### src/rtl/lcd_nibble_ctrl.sv
// HD44780-style 4-bit LCD write controller: splits each byte into two E-strobed nibbles.
// Optional power-up init sequence when LCD_INIT_EN is defined.
module lcd_nibble_ctrl #(
  parameter int unsigned E_HIGH_CYC     = 12,
  parameter int unsigned NIBBLE_GAP_CYC = 50,
  parameter int unsigned EXEC_CYC       = 2000,
  parameter int unsigned CLEAR_CYC      = 82000,
  parameter int unsigned POWERUP_CYC    = 750000,
  parameter int unsigned INIT_LONG_CYC  = 205000
) (
  input  logic       clk,
  input  logic       Clear,
  input  logic       wr_en,
  input  logic       wr_rs,
  input  logic [7:0] wr_data,
  output logic       busy,
  output logic [3:0] dataout,
  output logic       LCD_E,
  output logic       LCD_RS,
  output logic       LCD_RW
);

  localparam int unsigned MaxA   = (EXEC_CYC > CLEAR_CYC) ? EXEC_CYC : CLEAR_CYC;
  localparam int unsigned MaxB   = (POWERUP_CYC > INIT_LONG_CYC) ? POWERUP_CYC : INIT_LONG_CYC;
  localparam int unsigned MaxC   = (E_HIGH_CYC > NIBBLE_GAP_CYC) ? E_HIGH_CYC : NIBBLE_GAP_CYC;
  localparam int unsigned MaxAB  = (MaxA > MaxB) ? MaxA : MaxB;
  localparam int unsigned MaxAll = (MaxAB > MaxC) ? MaxAB : MaxC;
  localparam int unsigned CntW   = ($clog2(MaxAll) > 20) ? $clog2(MaxAll) : 20;

  localparam logic [CntW-1:0] ELoad     = CntW'(E_HIGH_CYC - 1);
  localparam logic [CntW-1:0] GapLoad   = CntW'(NIBBLE_GAP_CYC - 1);
  localparam logic [CntW-1:0] ExecLoad  = CntW'(EXEC_CYC - 1);
  localparam logic [CntW-1:0] ClearLoad = CntW'(CLEAR_CYC - 1);

  typedef enum logic [2:0] {
    StIdle,
    StHiSetup,
    StHiPulse,
    StGap,
    StLoSetup,
    StLoPulse,
    StExecWait
`ifdef LCD_INIT_EN
    , StInit
`endif
  } state_e;

  state_e          state_q;
  logic [CntW-1:0] cnt_q;
  logic            rs_q;
  logic [7:0]      data_q;
  logic [CntW-1:0] exec_load;
  logic            single_nibble;

  assign LCD_RW = 1'b0;

`ifdef LCD_INIT_EN
  localparam logic [CntW-1:0] PwrLoad  = CntW'(POWERUP_CYC - 1);
  localparam logic [CntW-1:0] LongLoad = CntW'(INIT_LONG_CYC - 1);

  logic       init_active_q;
  logic [2:0] init_idx_q;
  logic       armed_q;
  logic [7:0] init_next;

  // Steps 0..3 are lone high nibbles (0x3,0x3,0x3,0x2); steps 4..7 are full command bytes.
  function automatic logic [7:0] init_byte(input logic [2:0] idx);
    case (idx)
      3'd0, 3'd1, 3'd2: init_byte = 8'h30;
      3'd3:             init_byte = 8'h20;
      3'd4:             init_byte = 8'h28;
      3'd5:             init_byte = 8'h06;
      3'd6:             init_byte = 8'h0C;
      default:          init_byte = 8'h01;
    endcase
  endfunction

  assign init_next = init_byte(init_idx_q + 3'd1);
`endif

  always_comb begin
    exec_load     = (!rs_q && data_q[7:2] == 6'd0 && data_q[1:0] != 2'd0) ? ClearLoad : ExecLoad;
    single_nibble = 1'b0;
`ifdef LCD_INIT_EN
    single_nibble = init_active_q && (init_idx_q < 3'd4);
    if (init_active_q && init_idx_q == 3'd0) exec_load = LongLoad;
`endif
  end

  always_ff @(posedge clk or posedge Clear) begin
    if (Clear) begin
      LCD_E   <= 1'b0;
      LCD_RS  <= 1'b0;
      dataout <= 4'd0;
      cnt_q   <= '0;
      rs_q    <= 1'b0;
      data_q  <= 8'd0;
`ifdef LCD_INIT_EN
      state_q       <= StInit;
      busy          <= 1'b1;
      init_active_q <= 1'b1;
      init_idx_q    <= 3'd0;
      armed_q       <= 1'b0;
`else
      state_q <= StIdle;
      busy    <= 1'b0;
`endif
    end else begin
      unique case (state_q)
        StIdle: begin
          if (wr_en && !busy) begin
            rs_q    <= wr_rs;
            data_q  <= wr_data;
            LCD_RS  <= wr_rs;
            dataout <= wr_data[7:4];
            busy    <= 1'b1;
            state_q <= StHiSetup;
          end
        end
        StHiSetup: begin
          LCD_E   <= 1'b1;
          cnt_q   <= ELoad;
          state_q <= StHiPulse;
        end
        StHiPulse: begin
          if (cnt_q == '0) begin
            LCD_E <= 1'b0;
            if (single_nibble) begin
              cnt_q   <= exec_load;
              state_q <= StExecWait;
            end else begin
              cnt_q   <= GapLoad;
              state_q <= StGap;
            end
          end else begin
            cnt_q <= cnt_q - 1'b1;
          end
        end
        StGap: begin
          if (cnt_q == '0) begin
            dataout <= data_q[3:0];
            state_q <= StLoSetup;
          end else begin
            cnt_q <= cnt_q - 1'b1;
          end
        end
        StLoSetup: begin
          LCD_E   <= 1'b1;
          cnt_q   <= ELoad;
          state_q <= StLoPulse;
        end
        StLoPulse: begin
          if (cnt_q == '0) begin
            LCD_E   <= 1'b0;
            cnt_q   <= exec_load;
            state_q <= StExecWait;
          end else begin
            cnt_q <= cnt_q - 1'b1;
          end
        end
        StExecWait: begin
          if (cnt_q == '0) begin
`ifdef LCD_INIT_EN
            if (init_active_q && init_idx_q != 3'd7) begin
              init_idx_q <= init_idx_q + 3'd1;
              rs_q       <= 1'b0;
              data_q     <= init_next;
              LCD_RS     <= 1'b0;
              dataout    <= init_next[7:4];
              state_q    <= StHiSetup;
            end else begin
              init_active_q <= 1'b0;
              busy          <= 1'b0;
              state_q       <= StIdle;
            end
`else
            busy    <= 1'b0;
            state_q <= StIdle;
`endif
          end else begin
            cnt_q <= cnt_q - 1'b1;
          end
        end
`ifdef LCD_INIT_EN
        // One arming cycle loads the power-up wait, since Clear leaves the counter at zero.
        StInit: begin
          if (!armed_q) begin
            armed_q <= 1'b1;
            cnt_q   <= PwrLoad;
          end else if (cnt_q == '0) begin
            rs_q    <= 1'b0;
            data_q  <= init_byte(3'd0);
            LCD_RS  <= 1'b0;
            dataout <= 4'h3;
            state_q <= StHiSetup;
          end else begin
            cnt_q <= cnt_q - 1'b1;
          end
        end
`endif
        default: state_q <= StIdle;
      endcase
    end
  end

endmodule
### config.mk
export PLATFORM = sky130hd
export DESIGN_NAME = lcd_nibble_ctrl
export DESIGN_NICKNAME = d
export VERILOG_FILES = /design/src/rtl/lcd_nibble_ctrl.sv
export SDC_FILE = /design/constraint.sdc
export NUM_CORES = 1
export LEC_CHECK = 0
export CAP_MARGIN = 10
export CORE_MARGIN = 4
export CORE_UTILIZATION = 45
export DETAILED_ROUTE_END_ITERATION = 7
export GPL_TIMING_DRIVEN = 0
export PLACE_DENSITY = 0.71
export SLEW_MARGIN = 20
export SYNTH_ARGS = -nofsm -noshare
export SYNTH_HDL_FRONTEND = slang
export SYNTH_SLANG_ARGS = --single-unit
### constraint.sdc
create_clock -name clk -period 4.4 [get_ports clk]
set_clock_uncertainty 0.15 [all_clocks]
set_input_delay 0.66 -clock clk [delete_from_list [all_inputs] [get_ports clk]]
set_output_delay 0.66 -clock clk [all_outputs]
set_load 0.005 [all_outputs]
==> results.toml, run 1 <==
[status]
status = "completed"

[worst_setup_path]
endpoint_kind = "register"
path_max_fanout = 10
path_cells = "inv_1 > ha_1 > nor4b_1 > nand2_2 > nor2_1 > buf_2 > nand2_1 > a21oi_1 > a221oi_1"
cp.arrival_ns = 2.83
cpPeakStageDelay_ns = 0.51
cp.required_ns = 4.40
cp_top_family = "simple AND/OR/NAND/NOR gates"
crit_buf_inv = 2
cp-start-kind = "register"
critPathKind = "register to register"
slowest_stage = "nor4b_1"

[global_route]
grt.total_usage_pct = 21.1
overflow = 0
grt_max_degree = 23
grt_pass1_wl_mm = 11.1
antenna_found_initial = 0
first_global_vias = 2211

[placed_design]
dp_hpwl_mm = 4.72
placed_cells = 367
pre_cts_ws_ns = 1.66
port_buffers = 18
gp_routability_congestion = 0.935

[final_layout]
seqCellArea_sq_um = 951
postLayoutCoreUtil_pct = 55.9
final_nets = 317
stdcell_count = 375
drive_gt1_share_pct = 14.4
syn2layout_area_growth_pct = 17.3
multi_input_area_sq_mm = 0.00142
nFillCells = 486
antennaDiodeCount = 0

[power_and_ir_drop]
peakVddDrop_uv = 168
p_leak_nw = 1.21
p_total_mw = 0.753
powerDensity_mw_per_mm2 = 257

[job]
drv_cap = 0

[timing]
setup_viol = 0
finalWorstSetupSlack_ns = 1.57
drv_slew = 0
grt_setup_unrepaired = "no"
min_period_ns = 2.83
fin_crit_sh_pct = 64.4
fin_setup_tns_ns = 0
hold_violations = 0
timing.fmax_ghz = 0.353
tightestPinTransition_ns = 0.767
max_slew_margin_pct = 48.4

[synth]
yosys-top-cells-area = "dfrtp_1 (38%), o21ai_0 (4.8%), mux2_2 (4.1%)"
synthArstFlopShare_pct = 100
syn_area_per_cell_sq_um = 8.98
synth-main-ff-cell = "dfrtp_1"
ys_ff_latch = 38
synth.yosys.warnings = 0
syn_area_sq_mm = 0.00250
synth_top_area_share_pct = 38.1
synth_cell_types = 65
synth_area_leader_cell = "dfrtp_1"
yosysSeqAreaShare_pct = 38.1
netlist_instances = 278
synth_enable_flop_cells = 0
syn-num-nets = 291

[clocking]
clkLatencyLatePin_ns = 0.30
holdBufCountCts = 0
cts_made_buffers = 5
clk_pin_slew_worst_paths_ns = 0.09
cts_resized = 0
clockBufferDepth = 2
htreeDepth = 2
clock-sinks = 38
clk_root_buffer_cell = "clkbuf_8"
postCtsSetupRepairBufs = 0
tritoncts = "built"

[route]
via_count = 2340
routed_wl_mm = 6.43
drc = 0
detail_route.wl_per_cell_um = 17.2
viasPerCell = 6.24
drtAntennaViolNets = 0
drtIter0Drc = 222
dr.pass1.iters = 5

[die]
pin_count = 20
initial_utilization_pct = 47.7
dieHeight_um = 82.5
row_count = 26
fp.coreArea_sq_mm = 0.00524
die_w_um = 82.5
die_area_sq_mm = 0.00681

[min_path]
hold_class = "register to register"
[metal layers]
layer  GRT usage (%)  part of all wire (%)  wire, um
met4            5.23                   1.4        90
met1            29.7                    46      2940
met2            33.0                    46      2950
met3            4.34                   7.0       451
met5               0                     0         0
[per-stage QoR]
step                      area, sq um  hold slack (ns)
after floorplan                  2500            0.330
after global placement           2770            0.327
after detailed placement         2790            0.333
after CTS                        2930            0.358
after global routing             2930            0.378
final                            2930            0.351
[power breakdown]
part	internal, mW	switching (mW)
Clock	0.227	0.141
Combinational	0.0166	0.0122
Sequential	0.353	0.00269
Total	0.597	0.156
[state kept, by name, summed over array words and instances, names as in the netlist]
name	flops
LCD_E	1
dataout	4
data_q	8
rs_q	1
busy	1
cnt_q	20
state_q	3
[cell families after synthesis]
| family | after synthesis | share of synthesized area (%) |
|---|---|---|
| muxes | 9 | 4.06 |
| other | 1 | 0.150 |
| xor gates and xnor gates | 2 | 0.702 |
| and+or+nand+nor | 96 | 22.0 |
| adders and majority gates | 2 | 0.902 |
| DFF | 38 | 38.1 |
| AOI/OAI and AO/OA | 102 | 29.1 |
| buffers and inverters | 28 | 5.01 |
[synthesized netlist by cell type (5+ instances only)]
cell type  number
a211oi_1        7
a21oi_1        19
clkbuf_1       13
dfrtp_1        38
inv_1           8
mux2_2          9
nand2_1        21
nand3_1         7
nor2_1         27
nor3_1          9
o21a_1          6
o21ai_0        24
o221ai_1        5
o31ai_1         6
[area by class of cell]
type / instances / share of cell area (%)
Tap cell: 70 / 2.99
Inverter: 9 / 1.15
Sequential cell: 38 / 32.5
Buffer: 19 / 3.12
Timing Repair Buffer: 19 / 7.09
Multi-Input combinational cell: 212 / 48.5
Clock buffer: 5 / 2.35
Clock inverter: 3 / 2.35
[final timing paths]
path                            startpoint    endpoint  slack, ns  cells past startpoint
worst max register to register    cnt_q[0]       LCD_E       1.57                      9
worst min-delay path            dataout[3]  dataout[3]       0.35                      1
worst min register to register  dataout[3]  dataout[3]       0.35                      1
min in group asynchronous            Clear    cnt_q[0]       0.51                      2
worst max-delay path              cnt_q[0]       LCD_E       1.57                      9
max in group asynchronous            Clear  dataout[0]       3.15                      3
[layout by cell type (no fill, tap or decap), types with 3 or more instances in the layout]
cell type         n
or3_1             3
clkdlybuf4s50_1  18
nor4_2            3
and2_1            3
clkbuf_1         13
nor4_1            4
or4_1             3
dfrtp_1          38
mux2_2            9
o31ai_1           6
o21ai_0          24
nor2_1           27
nand2_1          21
a21oi_1          19
nor3_1            9
inv_1             7
clkbuf_8          5
o221ai_1          5
a32oi_1           3
o21a_1            6
nand3_1           7
a21o_1            3
a211oi_1          7
buf_2             4
o22a_1            4
(Power assumes the default switching activity.)
==> inputs of run 2 (changes only) <==
--- a/config.mk
+++ b/config.mk
@@ -10,7 +10,7 @@
 export CORE_UTILIZATION = 45
 export DETAILED_ROUTE_END_ITERATION = 7
 export GPL_TIMING_DRIVEN = 0
-export PLACE_DENSITY = 0.71
+export PLACE_DENSITY = 0.74
 export SLEW_MARGIN = 20
 export SYNTH_ARGS = -nofsm -noshare
 export SYNTH_HDL_FRONTEND = slang
==> constraint.sdc (replaced) <==
create_clock -name clk -period 2.4 [get_ports clk]
set_clock_uncertainty 0.15 [all_clocks]
set_input_delay 0.36 -clock clk [delete_from_list [all_inputs] [get_ports clk]]
set_output_delay 0.36 -clock clk [all_outputs]
set_load 0.005 [all_outputs]
==> run 2 against run 1 <==
  * First-iteration DRC count rose by 21%
  * Final cell count grew 4.3%
  * Via count up 8.1%
  * Clock power increased by 83%
  * Routed wire length up 11%
  * Critical path depth down 1
  * Combinational power rose by 85%
  * Setup slack got worse by 1.6 ns
  * Sequential power increased by 83%
  * Count of clock-buffer cells in the layout unchanged
  * Critical path type unchanged
  * Critical endpoint is now cnt_q[12]
==> results.toml, run 2 (same netlist as run 1, synthesis figures left out) <==
[status]
status = "completed"

[placed_design]
port_buffers = 18
gp_routability_congestion = 0.948
dp_hpwl_mm = 4.76
placed_area_sq_mm = 0.00279
placed_cells = 367
pre_cts_ws_ns = -0.361

[timing]
fin_crit_sh_pct = 99.6
fin_setup_tns_ns = 0
min_period_ns = 2.39
tightestPinTransition_ns = 0.529
fin_hold_ws_ns = 0.219
max_slew_margin_pct = 64.5
hold_violations = 0
grt_setup_unrepaired = "yes"
timing.fmax_ghz = 0.418
drv_slew = 0
finalWorstSetupSlack_ns = 0.00842
setup_viol = 0

[worst_setup_path]
cp-start-kind = "register"
cp.required_ns = 2.48
critPathKind = "register to register"
path_common_cell = "or3_4"
slowest_stage = "or3_4"
cp_top_family = "simple AND/OR/NAND/NOR gates"
crit_buf_inv = 1
cp.arrival_ns = 2.47
endpoint_kind = "register"
cpPeakStageDelay_ns = 0.45
path_max_fanout = 5
rrSetupSlack_ns = 0.008
path_cells = "inv_2 > ha_4 > or3b_4 > or3_4 > nor2_4 > nand2_2 > or3_4 > a21oi_2"

[route]
dr.pass1.iters = 6
drtIter0Drc = 269
wl_met3_um = 620
viasPerCell = 6.47
top_layer_used = "met4"
via_count = 2529
drtAntennaViolNets = 0
routed_wl_mm = 7.15
drc = 0
met1_length_mm = 2.99
detail_route.wl_per_cell_um = 18.3
wl_met2_mm = 3.35

[clocking]
cts_made_buffers = 5
clock-sinks = 38
holdBufCountCts = 0
clk_root_buffer_cell = "clkbuf_8"
clkLatencyLatePin_ns = 0.30
clockBufferDepth = 2
tritoncts = "built"
clk_pin_slew_worst_paths_ns = 0.08
htreeDepth = 2

[final_layout]
mostFrequentLayoutCells = "dfrtp_1 (35), nor2_1 (26), o21ai_0 (23), buf_4 (20), nand2_1 (19)"
antennaDiodeCount = 0
nFillCells = 456
postLayoutCoreUtil_pct = 60.7
stdcell_count = 391
reg_top3 = "cnt_q: 20 flops, data_q: 8 flops, dataout: 4 flops"
final_nets = 333
top_register = "cnt_q"
stdcell_area_sq_mm = 0.00318
final_common_cell = "dfrtp_1"
largest_reg_flops = 20
syn2layout_area_growth_pct = 27.4
drive_gt1_share_pct = 25.2

[power_and_ir_drop]
p_leak_nw = 1.34
powerDensity_mw_per_mm2 = 434
p_total_mw = 1.38
peakVddDrop_uv = 361

[min_path]
hold_class = "primary input to asynchronous set/reset pin"

[die]
pin_count = 20
dieHeight_um = 82.5
fp.coreArea_sq_mm = 0.00524
row_count = 26
die_w_um = 82.5
initial_utilization_pct = 47.7
die_area_sq_mm = 0.00681

[global_route]
grt.total_usage_pct = 22.6
overflow = 0
grt_pass1_wl_mm = 11.7
first_global_vias = 2368
antenna_found_initial = 0
grt_max_degree = 23

[job]
drv_cap = 0
run 2: cell types whose count changed in the layout (fill, tap and decap cells not counted), sizes merged:
| cell | change |
|---|---|
| buf | +17 |
| clkbuf | -1 |
run 2: cell type report:
| class | count | area [sq um] | area share [%] |
|---|---|---|---|
| multi-input combinational | 212 | 1530 | 48.2 |
| sequential | 38 | 955 | 30.0 |
| timing repair buffer | 37 | 343 | 10.8 |
| buffer | 17 | 88.8 | 2.79 |
| tap | 70 | 87.6 | 2.75 |
| clock buffer | 5 | 68.8 | 2.16 |
| clock inverter | 3 | 68.8 | 2.16 |
| inverter | 9 | 36.3 | 1.14 |
run 2: where the power goes:
part	total [mW]	internal [mW]	switching, mW
clock	0.675	0.417	0.258
sequential	0.653	0.647	0.00571
combinational	0.0532	0.0304	0.0228
total	1.38	1.09	0.286
run 2: worst reg2reg max path: cells and delay by family (launching register included):
kind,cells,cell delay (ns)
buffers and inverters,1,0.07
DFF,1,0.44
adders and majority gates,1,0.14
and+or+nand+nor,5,1.40
AOI/OAI and AO/OA,1,0.12
run 2: final timing paths:
path,start,to,depth (start not counted)
hold / removal,Clear,cnt_q[0],2
setup / recovery,cnt_q[0],cnt_q[12],8
setup reg to reg,cnt_q[0],cnt_q[12],8
min in group clk,dataout[0],dataout[0],1
max in group asynchronous,Clear,cnt_q[1],3
hold reg to reg,dataout[0],dataout[0],1
run 2: repair_timing:
item | CTS | global route
cloned | 0 | 0
resized for setup | 15 | 22
buffers inserted | 7 | 11
pin swaps | 7 | 11
setup endpoints to repair | 29 | 37
hold endpoints to repair | 0 | 0
run 2: layer usage:
metal,up-vias,global-route usage (%)
li1,1139,-
met5,-,0
met4,0,11.3
met2,135,35.2
met3,20,5.10
met1,1235,29.5
==> inputs of run 3 (changes only) <==
--- a/config.mk
+++ b/config.mk
@@ -10,7 +10,7 @@
 export CORE_UTILIZATION = 45
 export DETAILED_ROUTE_END_ITERATION = 7
 export GPL_TIMING_DRIVEN = 0
-export PLACE_DENSITY = 0.74
+export PLACE_DENSITY = 0.71
 export SLEW_MARGIN = 20
 export SYNTH_ARGS = -nofsm -noshare
 export SYNTH_HDL_FRONTEND = slang
==> constraint.sdc (replaced) <==
create_clock -name clk -period 2.32 [get_ports clk]
set_clock_uncertainty 0.15 [all_clocks]
set_input_delay 0.348 -clock clk [delete_from_list [all_inputs] [get_ports clk]]
set_output_delay 0.348 -clock clk [all_outputs]
set_load 0.005 [all_outputs]
==> run 3 against run 2 <==
  * The flow now finishes with violations (negative setup slack)
  * Utilization increased by 2.6 points
  * Critical path depth unchanged
  * Register-to-register slack got worse by 0.02 ns
  * Power increased by 3.6%
  * Hold slack got worse by 0.022 ns
  * Combinational power increased by 3.9%
  * Non-clock buffer count increased by 12
  * Maximum frequency increased by 2.5%
  * Sequential power increased by 3.4%
  * First-iteration DRC count decreased by 3.0%
==> results.toml, run 3 (same netlist as run 1, synthesis figures left out) <==
[status]
status = "finished with violations"
violations = "negative setup slack"

[worst_setup_path]
rrSetupSlack_ns = -0.01
endpoint_kind = "register"
cp-start-kind = "register"
cp_top_family = "simple AND/OR/NAND/NOR gates"
crit_buf_inv = 1
r2r-start = "cnt_q[0]"
cpPeakStageDelay_ns = 0.44
r2r_end = "cnt_q[18]"
path_max_fanout = 3
reg2regPathDepth = 8
path_cells = "inv_2 > ha_4 > or3b_4 > nor3_4 > and4_4 > nand2_2 > or3_4 > a21oi_2"
slowest_stage = "dfrtp_2"
cp.arrival_ns = 2.41
cp.required_ns = 2.40
critPathKind = "register to register"

[final_layout]
largest_reg_flops = 20
stdcell_area_sq_mm = 0.00331
syn2layout_area_growth_pct = 32.7
final_nets = 345
reg_top3 = "cnt_q: 20 flops, data_q: 8 flops, dataout: 4 flops"
postLayoutCoreUtil_pct = 63.3
antennaDiodeCount = 0
final_common_cell = "dfrtp_1"
nFillCells = 416
top_register = "cnt_q"
drive_gt1_share_pct = 29.4
mostFrequentLayoutCells = "dfrtp_1 (36), buf_4 (29), nor2_1 (25), o21ai_0 (24)"

[global_route]
antenna_found_initial = 0
grt_max_degree = 23
grt_use_met3_pct = 4.23
grt.total_usage_pct = 22.2
overflow = 0
first_global_vias = 2308
met2_usage_pct = 35.6
top_usage_layer = "met2"
met1_usage_pct = 30.7
grt_pass1_wl_mm = 11.7

[power_and_ir_drop]
powerDensity_mw_per_mm2 = 432
pwr-share-seq_pct = 47.2
power.internal_mw = 1.13
p_total_mw = 1.43
switching_share_pct = 20.8
p_comb_share_pct = 3.9
clkPwrFrac_pct = 49.0
power.switching_mw = 0.298
p_leak_nw = 1.41
peakVddDrop_uv = 317

[timing]
max_slew_margin_pct = 59.3
hold_violations = 0
drv_slew = 0
finalWorstSetupSlack_ns = -0.0141
fin_crit_sh_pct = 101
min_period_ns = 2.33
timing.fmax_ghz = 0.428
grt_setup_unrepaired = "yes"
tightestPinTransition_ns = 0.607
setup_viol = 1

[placed_design]
placed_area_sq_mm = 0.00279
dp_hpwl_mm = 4.72
gp_routability_congestion = 0.935
port_buffers = 18

[route]
dr.pass1.iters = 5
drc = 0
via_count = 2494
drtIter0Drc = 261
drtAntennaViolNets = 0
routed_wl_mm = 7.12
detail_route.wl_per_cell_um = 17.7
viasPerCell = 6.19

[clocking]
clk_root_buffer_cell = "clkbuf_8"
clkLatencyLatePin_ns = 0.30
holdBufCountCts = 0
htreeDepth = 2
clock-sinks = 38
tritoncts = "built"
cts_made_buffers = 5
clockBufferDepth = 2
clk_pin_slew_worst_paths_ns = 0.09

[die]
dieHeight_um = 82.5
die_area_sq_mm = 0.00681
pin_count = 20
fp.coreArea_sq_mm = 0.00524
die_w_um = 82.5
initial_utilization_pct = 47.7
row_count = 26

[job]
drv_cap = 0

[min_path]
hold_class = "primary input to asynchronous set/reset pin"
run 3: cell types whose count changed in the layout (fill, tap and decap cells not counted), sizes merged:
cell | before | now
clkbuf | 17 | 20
buf | 24 | 33
run 3: worst max path at each step:
stage | slack [ns] | depth (start not counted) | startpoint | to
2_1_floorplan | 0.02 | 9 | cnt_q[1] | cnt_q[13]
3_3_place_gp | -0.41 | 9 | cnt_q[0] | cnt_q[9]
3_5_place_dp | -0.42 | 9 | cnt_q[1] | cnt_q[5]
4_1_cts | -0.11 | 9 | cnt_q[0] | cnt_q[12]
5_1_grt | -0.07 | 9 | cnt_q[0] | cnt_q[19]
6_report | -0.01 | 8 | cnt_q[0] | cnt_q[18]
run 3: cell type report:
cell class                 count  area, sq um  area share, %
tap                           70         87.6           2.64
buffer                        18         93.8           2.83
multi-input combinational    212         1560           47.1
inverter                       9         36.3           1.09
clock buffer                   5         68.8           2.08
sequential                    38          953           28.8
timing repair buffer          48          443           13.4
clock inverter                 3         68.8           2.08
run 3: worst reg2reg max path, cell delays in order (launching register included):
cell and delay [ns]:
dfrtp_2 0.44, inv_2 0.07, ha_4 0.15, or3b_4 0.41, nor3_4 0.26, and4_4 0.27
nand2_2 0.06, or3_4 0.33, a21oi_2 0.12
run 3: metrics by stage:
step | TNS, ns | setup WS (ns) | std cells | hold WS [ns]
finish | -0.0141 | -0.0141 | 403 | 0.197
global placement | -8.49 | -0.406 | 366 | 0.327
CTS | -0.179 | -0.108 | 387 | 0.213
floorplan | 0 | 0.0241 | 278 | 0.330
detailed placement | -9.62 | -0.423 | 367 | 0.333
global route | -0.514 | -0.0655 | 403 | 0.228
run 3: repair_timing:
| item | in CTS | in global routing |
|---|---|---|
| endpoints found under the hold margin | 0 | 0 |
| pin swaps | 8 | 18 |
| setup endpoints to repair | 29 | 37 |
| resized for setup | 19 | 23 |
| gates cloned | 0 | 1 |
| setup buffers | 12 | 16 |
run 3: power groups by stage:
stage | Combinational (mW) | Clock (mW) | Sequential [mW]
floorplan | 0.0224 | 0 | 0.687
global placement | 0.0492 | 0 | 0.688
detailed placement | 0.0563 | 0 | 0.688
CTS | 0.0564 | 0.711 | 0.675
global route | 0.0610 | 0.737 | 0.676
finish | 0.0553 | 0.700 | 0.675
run 3: per-layer routing:
metal / routed length (um) / up-vias
li1: - / 1160
met1: 3020 / 1176
met2: 3360 / 142
met3: 596 / 16
met4: 146 / 0
met5: 0 / -
